--- src/rtl/maxpool_layer3_if.sv ---
// maxpool_layer3_if
//   Bundles the streaming input side (8 channel samples, valid, last, ready)
//   and the pooled output side (8 channel maxima, valid, last, ready) of
//   maxpool_layer3.
//   Modports:
//     slave  - the pooling block: consumes Data_in*/in_valid/in_last/out_ready,
//              drives in_ready/Data_out*/out_valid/out_last.
//     master - the surrounding environment, directions mirrored.
interface maxpool_layer3_if #(
  parameter int WIDTH = 8
);
  logic [WIDTH-1:0] Data_in1, Data_in2, Data_in3, Data_in4;
  logic [WIDTH-1:0] Data_in5, Data_in6, Data_in7, Data_in8;
  logic             in_valid;
  logic             in_last;
  logic             in_ready;
  logic [WIDTH-1:0] Data_out1, Data_out2, Data_out3, Data_out4;
  logic [WIDTH-1:0] Data_out5, Data_out6, Data_out7, Data_out8;
  logic             out_valid;
  logic             out_last;
  logic             out_ready;

  modport slave (
    input  Data_in1, Data_in2, Data_in3, Data_in4,
           Data_in5, Data_in6, Data_in7, Data_in8,
           in_valid, in_last, out_ready,
    output in_ready,
           Data_out1, Data_out2, Data_out3, Data_out4,
           Data_out5, Data_out6, Data_out7, Data_out8,
           out_valid, out_last
  );

  modport master (
    output Data_in1, Data_in2, Data_in3, Data_in4,
           Data_in5, Data_in6, Data_in7, Data_in8,
           in_valid, in_last, out_ready,
    input  in_ready,
           Data_out1, Data_out2, Data_out3, Data_out4,
           Data_out5, Data_out6, Data_out7, Data_out8,
           out_valid, out_last
  );
endinterface

--- src/rtl/maxpool_layer3.sv ---
// maxpool_layer3
//   Streaming 8-channel max-pool placed after the layer-3 ReLU. Keeps a
//   running unsigned per-channel maximum over POOL accepted samples and emits
//   one pooled vector per completed window with a ready/valid output.
//   Ports:
//     clk  - rising-edge clock
//     rst  - synchronous active-high reset
//     bus  - maxpool_layer3_if.slave (input stream, pooled output stream)
//   Parameters: WIDTH (sample width, unsigned), POOL (window length, 2..16).
//   Build option: define MAXPOOL3_PARTIAL_FLUSH_EN to make an in_last sample
//   close a short window and emit it; otherwise short windows are dropped.
module maxpool_layer3 #(
  parameter int WIDTH = 8,
  parameter int POOL  = 2
) (
  input  logic             clk,
  input  logic             rst,
  maxpool_layer3_if.slave  bus
);
  localparam int CNT_W = $clog2(POOL);
  localparam logic [CNT_W-1:0] ST_START = '0;
  localparam logic [CNT_W-1:0] ST_LAST  = CNT_W'(POOL - 1);

`ifdef MAXPOOL3_PARTIAL_FLUSH_EN
  localparam bit FLUSH = 1'b1;
`else
  localparam bit FLUSH = 1'b0;
`endif

  function automatic logic [WIDTH-1:0] umax(input logic [WIDTH-1:0] a,
                                            input logic [WIDTH-1:0] b);
    return (a > b) ? a : b;
  endfunction

  logic [WIDTH-1:0] din     [8];
  logic [WIDTH-1:0] acc_q   [8];
  logic [WIDTH-1:0] acc_d   [8];
  logic [WIDTH-1:0] dout_q  [8];
  logic [WIDTH-1:0] dout_d  [8];
  logic [CNT_W-1:0] cnt_q, cnt_d;
  logic             ovld_q, ovld_d;
  logic             olast_q, olast_d;
  logic             in_ready;
  logic             accept;
  logic             complete;
  logic [WIDTH-1:0] merged;

  assign din[0] = bus.Data_in1;
  assign din[1] = bus.Data_in2;
  assign din[2] = bus.Data_in3;
  assign din[3] = bus.Data_in4;
  assign din[4] = bus.Data_in5;
  assign din[5] = bus.Data_in6;
  assign din[6] = bus.Data_in7;
  assign din[7] = bus.Data_in8;

  // Ready whenever the output register is empty or being drained this cycle.
  assign in_ready = !rst && (!ovld_q || bus.out_ready);
  assign accept   = bus.in_valid && in_ready;
  assign complete = accept && ((cnt_q == ST_LAST) || (FLUSH && bus.in_last));

  always_comb begin
    cnt_d   = cnt_q;
    ovld_d  = ovld_q;
    olast_d = olast_q;
    merged  = '0;
    for (int k = 0; k < 8; k++) begin
      acc_d[k]  = acc_q[k];
      dout_d[k] = dout_q[k];
    end

    // Drain first; a completion in the same cycle re-asserts valid below.
    if (ovld_q && bus.out_ready) begin
      ovld_d  = 1'b0;
      olast_d = 1'b0;
    end

    if (accept) begin
      for (int k = 0; k < 8; k++) begin
        merged   = (cnt_q == ST_START) ? din[k] : umax(acc_q[k], din[k]);
        acc_d[k] = merged;
        if (complete) dout_d[k] = merged;
      end
      if (complete) begin
        ovld_d  = 1'b1;
        olast_d = bus.in_last;
        cnt_d   = ST_START;
      end else begin
        cnt_d = cnt_q + 1'b1;
      end
      // End of frame always restarts the window, dropping any short remainder.
      if (bus.in_last) cnt_d = ST_START;
    end
  end

  always_ff @(posedge clk) begin
    if (rst) begin
      cnt_q   <= ST_START;
      ovld_q  <= 1'b0;
      olast_q <= 1'b0;
      for (int k = 0; k < 8; k++) begin
        acc_q[k]  <= '0;
        dout_q[k] <= '0;
      end
    end else begin
      cnt_q   <= cnt_d;
      ovld_q  <= ovld_d;
      olast_q <= olast_d;
      for (int k = 0; k < 8; k++) begin
        acc_q[k]  <= acc_d[k];
        dout_q[k] <= dout_d[k];
      end
    end
  end

  assign bus.in_ready  = in_ready;
  assign bus.out_valid = ovld_q;
  assign bus.out_last  = olast_q;
  assign bus.Data_out1 = dout_q[0];
  assign bus.Data_out2 = dout_q[1];
  assign bus.Data_out3 = dout_q[2];
  assign bus.Data_out4 = dout_q[3];
  assign bus.Data_out5 = dout_q[4];
  assign bus.Data_out6 = dout_q[5];
  assign bus.Data_out7 = dout_q[6];
  assign bus.Data_out8 = dout_q[7];
endmodule

--- src/flat_wrapper.sv ---
// flat-port wrapper written by rule: the top's interface ports become plain ports
module maxpool_layer3_flat 
#(
  parameter int WIDTH = 8,
  parameter int POOL  = 2
)
  (clk, rst, bus_Data_in1, bus_Data_in2, bus_Data_in3, bus_Data_in4, bus_Data_in5, bus_Data_in6, bus_Data_in7, bus_Data_in8, bus_in_valid, bus_in_last, bus_out_ready, bus_in_ready, bus_Data_out1, bus_Data_out2, bus_Data_out3, bus_Data_out4, bus_Data_out5, bus_Data_out6, bus_Data_out7, bus_Data_out8, bus_out_valid, bus_out_last);
  maxpool_layer3_if #(.WIDTH(WIDTH)) bus_i ();
  input  logic clk;
  input  logic rst;
  input wire logic [$bits(bus_i.Data_in1)-1:0] bus_Data_in1;
  input wire logic [$bits(bus_i.Data_in2)-1:0] bus_Data_in2;
  input wire logic [$bits(bus_i.Data_in3)-1:0] bus_Data_in3;
  input wire logic [$bits(bus_i.Data_in4)-1:0] bus_Data_in4;
  input wire logic [$bits(bus_i.Data_in5)-1:0] bus_Data_in5;
  input wire logic [$bits(bus_i.Data_in6)-1:0] bus_Data_in6;
  input wire logic [$bits(bus_i.Data_in7)-1:0] bus_Data_in7;
  input wire logic [$bits(bus_i.Data_in8)-1:0] bus_Data_in8;
  input wire logic [$bits(bus_i.in_valid)-1:0] bus_in_valid;
  input wire logic [$bits(bus_i.in_last)-1:0] bus_in_last;
  input wire logic [$bits(bus_i.out_ready)-1:0] bus_out_ready;
  output wire logic [$bits(bus_i.in_ready)-1:0] bus_in_ready;
  output wire logic [$bits(bus_i.Data_out1)-1:0] bus_Data_out1;
  output wire logic [$bits(bus_i.Data_out2)-1:0] bus_Data_out2;
  output wire logic [$bits(bus_i.Data_out3)-1:0] bus_Data_out3;
  output wire logic [$bits(bus_i.Data_out4)-1:0] bus_Data_out4;
  output wire logic [$bits(bus_i.Data_out5)-1:0] bus_Data_out5;
  output wire logic [$bits(bus_i.Data_out6)-1:0] bus_Data_out6;
  output wire logic [$bits(bus_i.Data_out7)-1:0] bus_Data_out7;
  output wire logic [$bits(bus_i.Data_out8)-1:0] bus_Data_out8;
  output wire logic [$bits(bus_i.out_valid)-1:0] bus_out_valid;
  output wire logic [$bits(bus_i.out_last)-1:0] bus_out_last;
  assign bus_i.Data_in1 = bus_Data_in1;
  assign bus_i.Data_in2 = bus_Data_in2;
  assign bus_i.Data_in3 = bus_Data_in3;
  assign bus_i.Data_in4 = bus_Data_in4;
  assign bus_i.Data_in5 = bus_Data_in5;
  assign bus_i.Data_in6 = bus_Data_in6;
  assign bus_i.Data_in7 = bus_Data_in7;
  assign bus_i.Data_in8 = bus_Data_in8;
  assign bus_i.in_valid = bus_in_valid;
  assign bus_i.in_last = bus_in_last;
  assign bus_i.out_ready = bus_out_ready;
  assign bus_in_ready = bus_i.in_ready;
  assign bus_Data_out1 = bus_i.Data_out1;
  assign bus_Data_out2 = bus_i.Data_out2;
  assign bus_Data_out3 = bus_i.Data_out3;
  assign bus_Data_out4 = bus_i.Data_out4;
  assign bus_Data_out5 = bus_i.Data_out5;
  assign bus_Data_out6 = bus_i.Data_out6;
  assign bus_Data_out7 = bus_i.Data_out7;
  assign bus_Data_out8 = bus_i.Data_out8;
  assign bus_out_valid = bus_i.out_valid;
  assign bus_out_last = bus_i.out_last;
  maxpool_layer3 #(.WIDTH(WIDTH), .POOL(POOL)) u_core (.clk(clk), .rst(rst), .bus(bus_i));
endmodule
--- config.mk ---
export PLATFORM = sky130hd
export DESIGN_NAME = maxpool_layer3_flat
export DESIGN_NICKNAME = d
export VERILOG_FILES = /design/src/rtl/maxpool_layer3_if.sv /design/src/rtl/maxpool_layer3.sv /design/src/flat_wrapper.sv
export SDC_FILE = /design/constraint.sdc
export NUM_CORES = 1
export LEC_CHECK = 0
export BUFFER_PORTS_ARGS = -buffer_cell sky130_fd_sc_hd__buf_4
export CAP_MARGIN = 20
export CORE_ASPECT_RATIO = 0.8
export CORE_MARGIN = 2
export CORE_UTILIZATION = 40
export CTS_CLUSTER_SIZE = 24
export DETAILED_ROUTE_END_ITERATION = 6
export SLEW_MARGIN = 20
export SYNTH_ARGS = -nofsm -noshare
export SYNTH_HDL_FRONTEND = slang
export SYNTH_SLANG_ARGS = --single-unit
--- constraint.sdc ---
create_clock -name clk -period 2.1 [get_ports clk]
set_input_delay 0.21 -clock clk [delete_from_list [all_inputs] [get_ports clk]]
set_output_delay 0.21 -clock clk [all_outputs]
set_load 0.02 [all_outputs]
==> run metrics <==
status complete, no violations; Root Buffer clkbuf_16; synth top area cells dfxtp_1 35%, ha_1 11%, mux2i_1 7.6%; Max-Slew Margin vs Limit 52.7%; Critical Path End Type flip-flop; WL/cell 14.8 um; Core Rows 44; Synth Register Bits 131; mapped cell area 7400 um^2; Mapped Avg Cell Area 8.75 um^2; pwr/cell area 709 nW/um^2; Detailed Route Iter0 Violations 310; Worst-Skew Late Latency 0.41 ns; ys async rst share 0%; htree depth 4; CTS tree yes; DRC 0; most frequent cells in the layout 196 x buf_4, 131 x dfxtp_1, 91 x nand2_1; antenna cell count 0; CP Launch Type flip-flop; post-synth top area cell dfxtp_1; io pins 136; Clock transition at path regs 0.06 ns; Worst Path Required 2.39 ns; DRT antenna net count 0; Post-DP HPWL 13.0 mm; vias in the first global route 6,067; Clock Skew 0.00943 ns; Layout Area Growth over Synthesis 29.6%; Final GP Congestion 0.806; cell count after synthesis 846; Final Hold Vio Count 0; PnR worst setup slack 0.0662 ns; Post-DP Area 8920 um^2; max frequency 492 MHz; Initial Util 40.9%; initial antenna violation count 0; Vias per Instance 5.15; EDFF count, synth 0; Finished Cell Area 9590 um^2; worst slew pin tran 0.705 ns; Via Count 6,464; Max FO, Critical Path 5; I/O Buffers 135; HP Class in2reg; GRT Total Usage 19.0%; Distinct cells, synth 31; drt first pass iters 5; Sink Count 131; Final #Nets 1,148; GR Overflow Total 0; Die H 126 um; Yosys top cell area share 35.4%; first-pass GRT wire length 30.2 mm; Detailed Route WL 18.6 mm; post-synthesis sequential area ratio 35.4%; dominant synthesized flop cell dfxtp_1; final number of setup-violating endpoints 0; # fillers 1,760; final core utilization 53.0%; Static Leakage 0.00450 uW; Worst EP arrival 2.33 ns; largest net degree at the start of global routing 73; Synth Net Count 979; die width 156 um; synth warn 0; Slew Viols, Final 0; IR drop worst, VDD 0.453 mV; DP Worst Slack -0.137 ns; commonest non-fill, non-tap cell in the layout buf_4; TritonCTS buffer count 17; layout cell share with drive strength beyond 1 24.5%; critical path class reg2reg; Die Footprint 19,600 um^2; CTS max path bufs 2; core box area 18,100 um^2; minimum clock period 2.03 ns; crit share post-route 96.8%; max-cap violation count 0
[path summary, 6_finish.rpt]
kind                          endpoint  slack (ns)            startpoint  cells after the start
setup / recovery    u_core.acc_q[0][0]        0.07    u_core.acc_q[0][7]                      7
hold / removal    u_core.dout_q[0][30]        0.06       bus_Data_in4[6]                      3
setup reg to reg    u_core.acc_q[0][0]        0.07    u_core.acc_q[0][7]                      7
hold reg to reg   u_core.dout_q[0][26]        0.45  u_core.dout_q[0][26]                      2
[Yosys cell counts, types with 9 or more instances]
| cell | n |
|---|---|
| dfxtp_1 | 131 |
| nand2_1 | 91 |
| inv_1 | 72 |
| nand4_1 | 72 |
| nand2b_1 | 65 |
| ha_1 | 64 |
| nand3_1 | 64 |
| o211ai_1 | 64 |
| mux2i_1 | 56 |
| a21oi_1 | 25 |
| clkbuf_1 | 21 |
| o31a_1 | 16 |
| buf_2 | 14 |
| nor2_1 | 10 |
| nor2b_1 | 9 |
[critical path, cell delays in order, from the launching register on]
cell,delay (ns)
dfxtp_1,0.33
ha_1,0.31
a21oi_1,0.16
o21ai_1,0.10
buf_4,0.15
o31a_1,0.28
a21oi_4,0.27
mux2_4,0.32
[area by class of cell]
cell class | count | area [um^2] | share of cell area (%)
Clock buffer | 25 | 495 | 5.16
Sequential cell | 131 | 2620 | 27.3
Timing Repair Buffer | 203 | 1580 | 16.4
Tap cell | 230 | 288 | 3.00
Inverter | 72 | 270 | 2.82
Clock inverter | 5 | 75.1 | 0.783
Multi-Input combinational cell | 590 | 4270 | 44.5
[where the power goes]
group	internal, uW	switching [uW]
Clock	1850	1020
Sequential	2620	95.0
Combinational	545	664
Total	5020	1780
[routing by layer]
metal | up-vias | global-route usage [%] | share of wire (%)
met4 | 0 | 4.70 | 1.1
met5 | - | 0 | 0
met3 | 16 | 4.34 | 4.9
li1 | 3363 | - | -
met1 | 2960 | 27.3 | 51
met2 | 125 | 29.0 | 43
[sequential cells by signal (all words and copies together), names as in the netlist]
signal,count
u_core.bus.out_last,1
u_core.acc_q,64
u_core.bus.out_valid,1
u_core.cnt_q,1
u_core.dout_q,64
[through the flow]
stage | TNS [ns] | total power, uW | hold slack (ns) | cells
after floorplan | 0 | 3470 | 0.319 | 846
after global placement | -1.24 | 3940 | 0.432 | 1217
after detailed placement | -1.34 | 3950 | 0.434 | 1217
after CTS | 0 | 6870 | 0.0400 | 1248
after global routing | -0.0297 | 7140 | 0.0407 | 1256
final | 0 | 6800 | 0.0555 | 1256
[timing repair]
item                                    CTS  global route
hold buffers                              1             0
endpoints found under the hold margin     1             0
pin swaps                                 1             5
endpoints found under the setup margin   17            23
buffers inserted                          0             8
resized for setup                         3             4
cloned                                    0             0
[kinds of logic (layout without fill, tap and decap cells)]
family | after synthesis | count (layout) | synth area share, %
AND/OR/NAND/NOR | 322 | 322 | 22.9
AO/OA/AOI/OAI | 140 | 140 | 14.2
flip-flops | 131 | 131 | 35.4
buffers and inverters | 125 | 305 | 7.45
adder cells (fa/ha/maj) | 64 | 64 | 10.8
multiplexers | 64 | 64 | 9.20
Note: power is estimated with default switching activity, not from simulation.
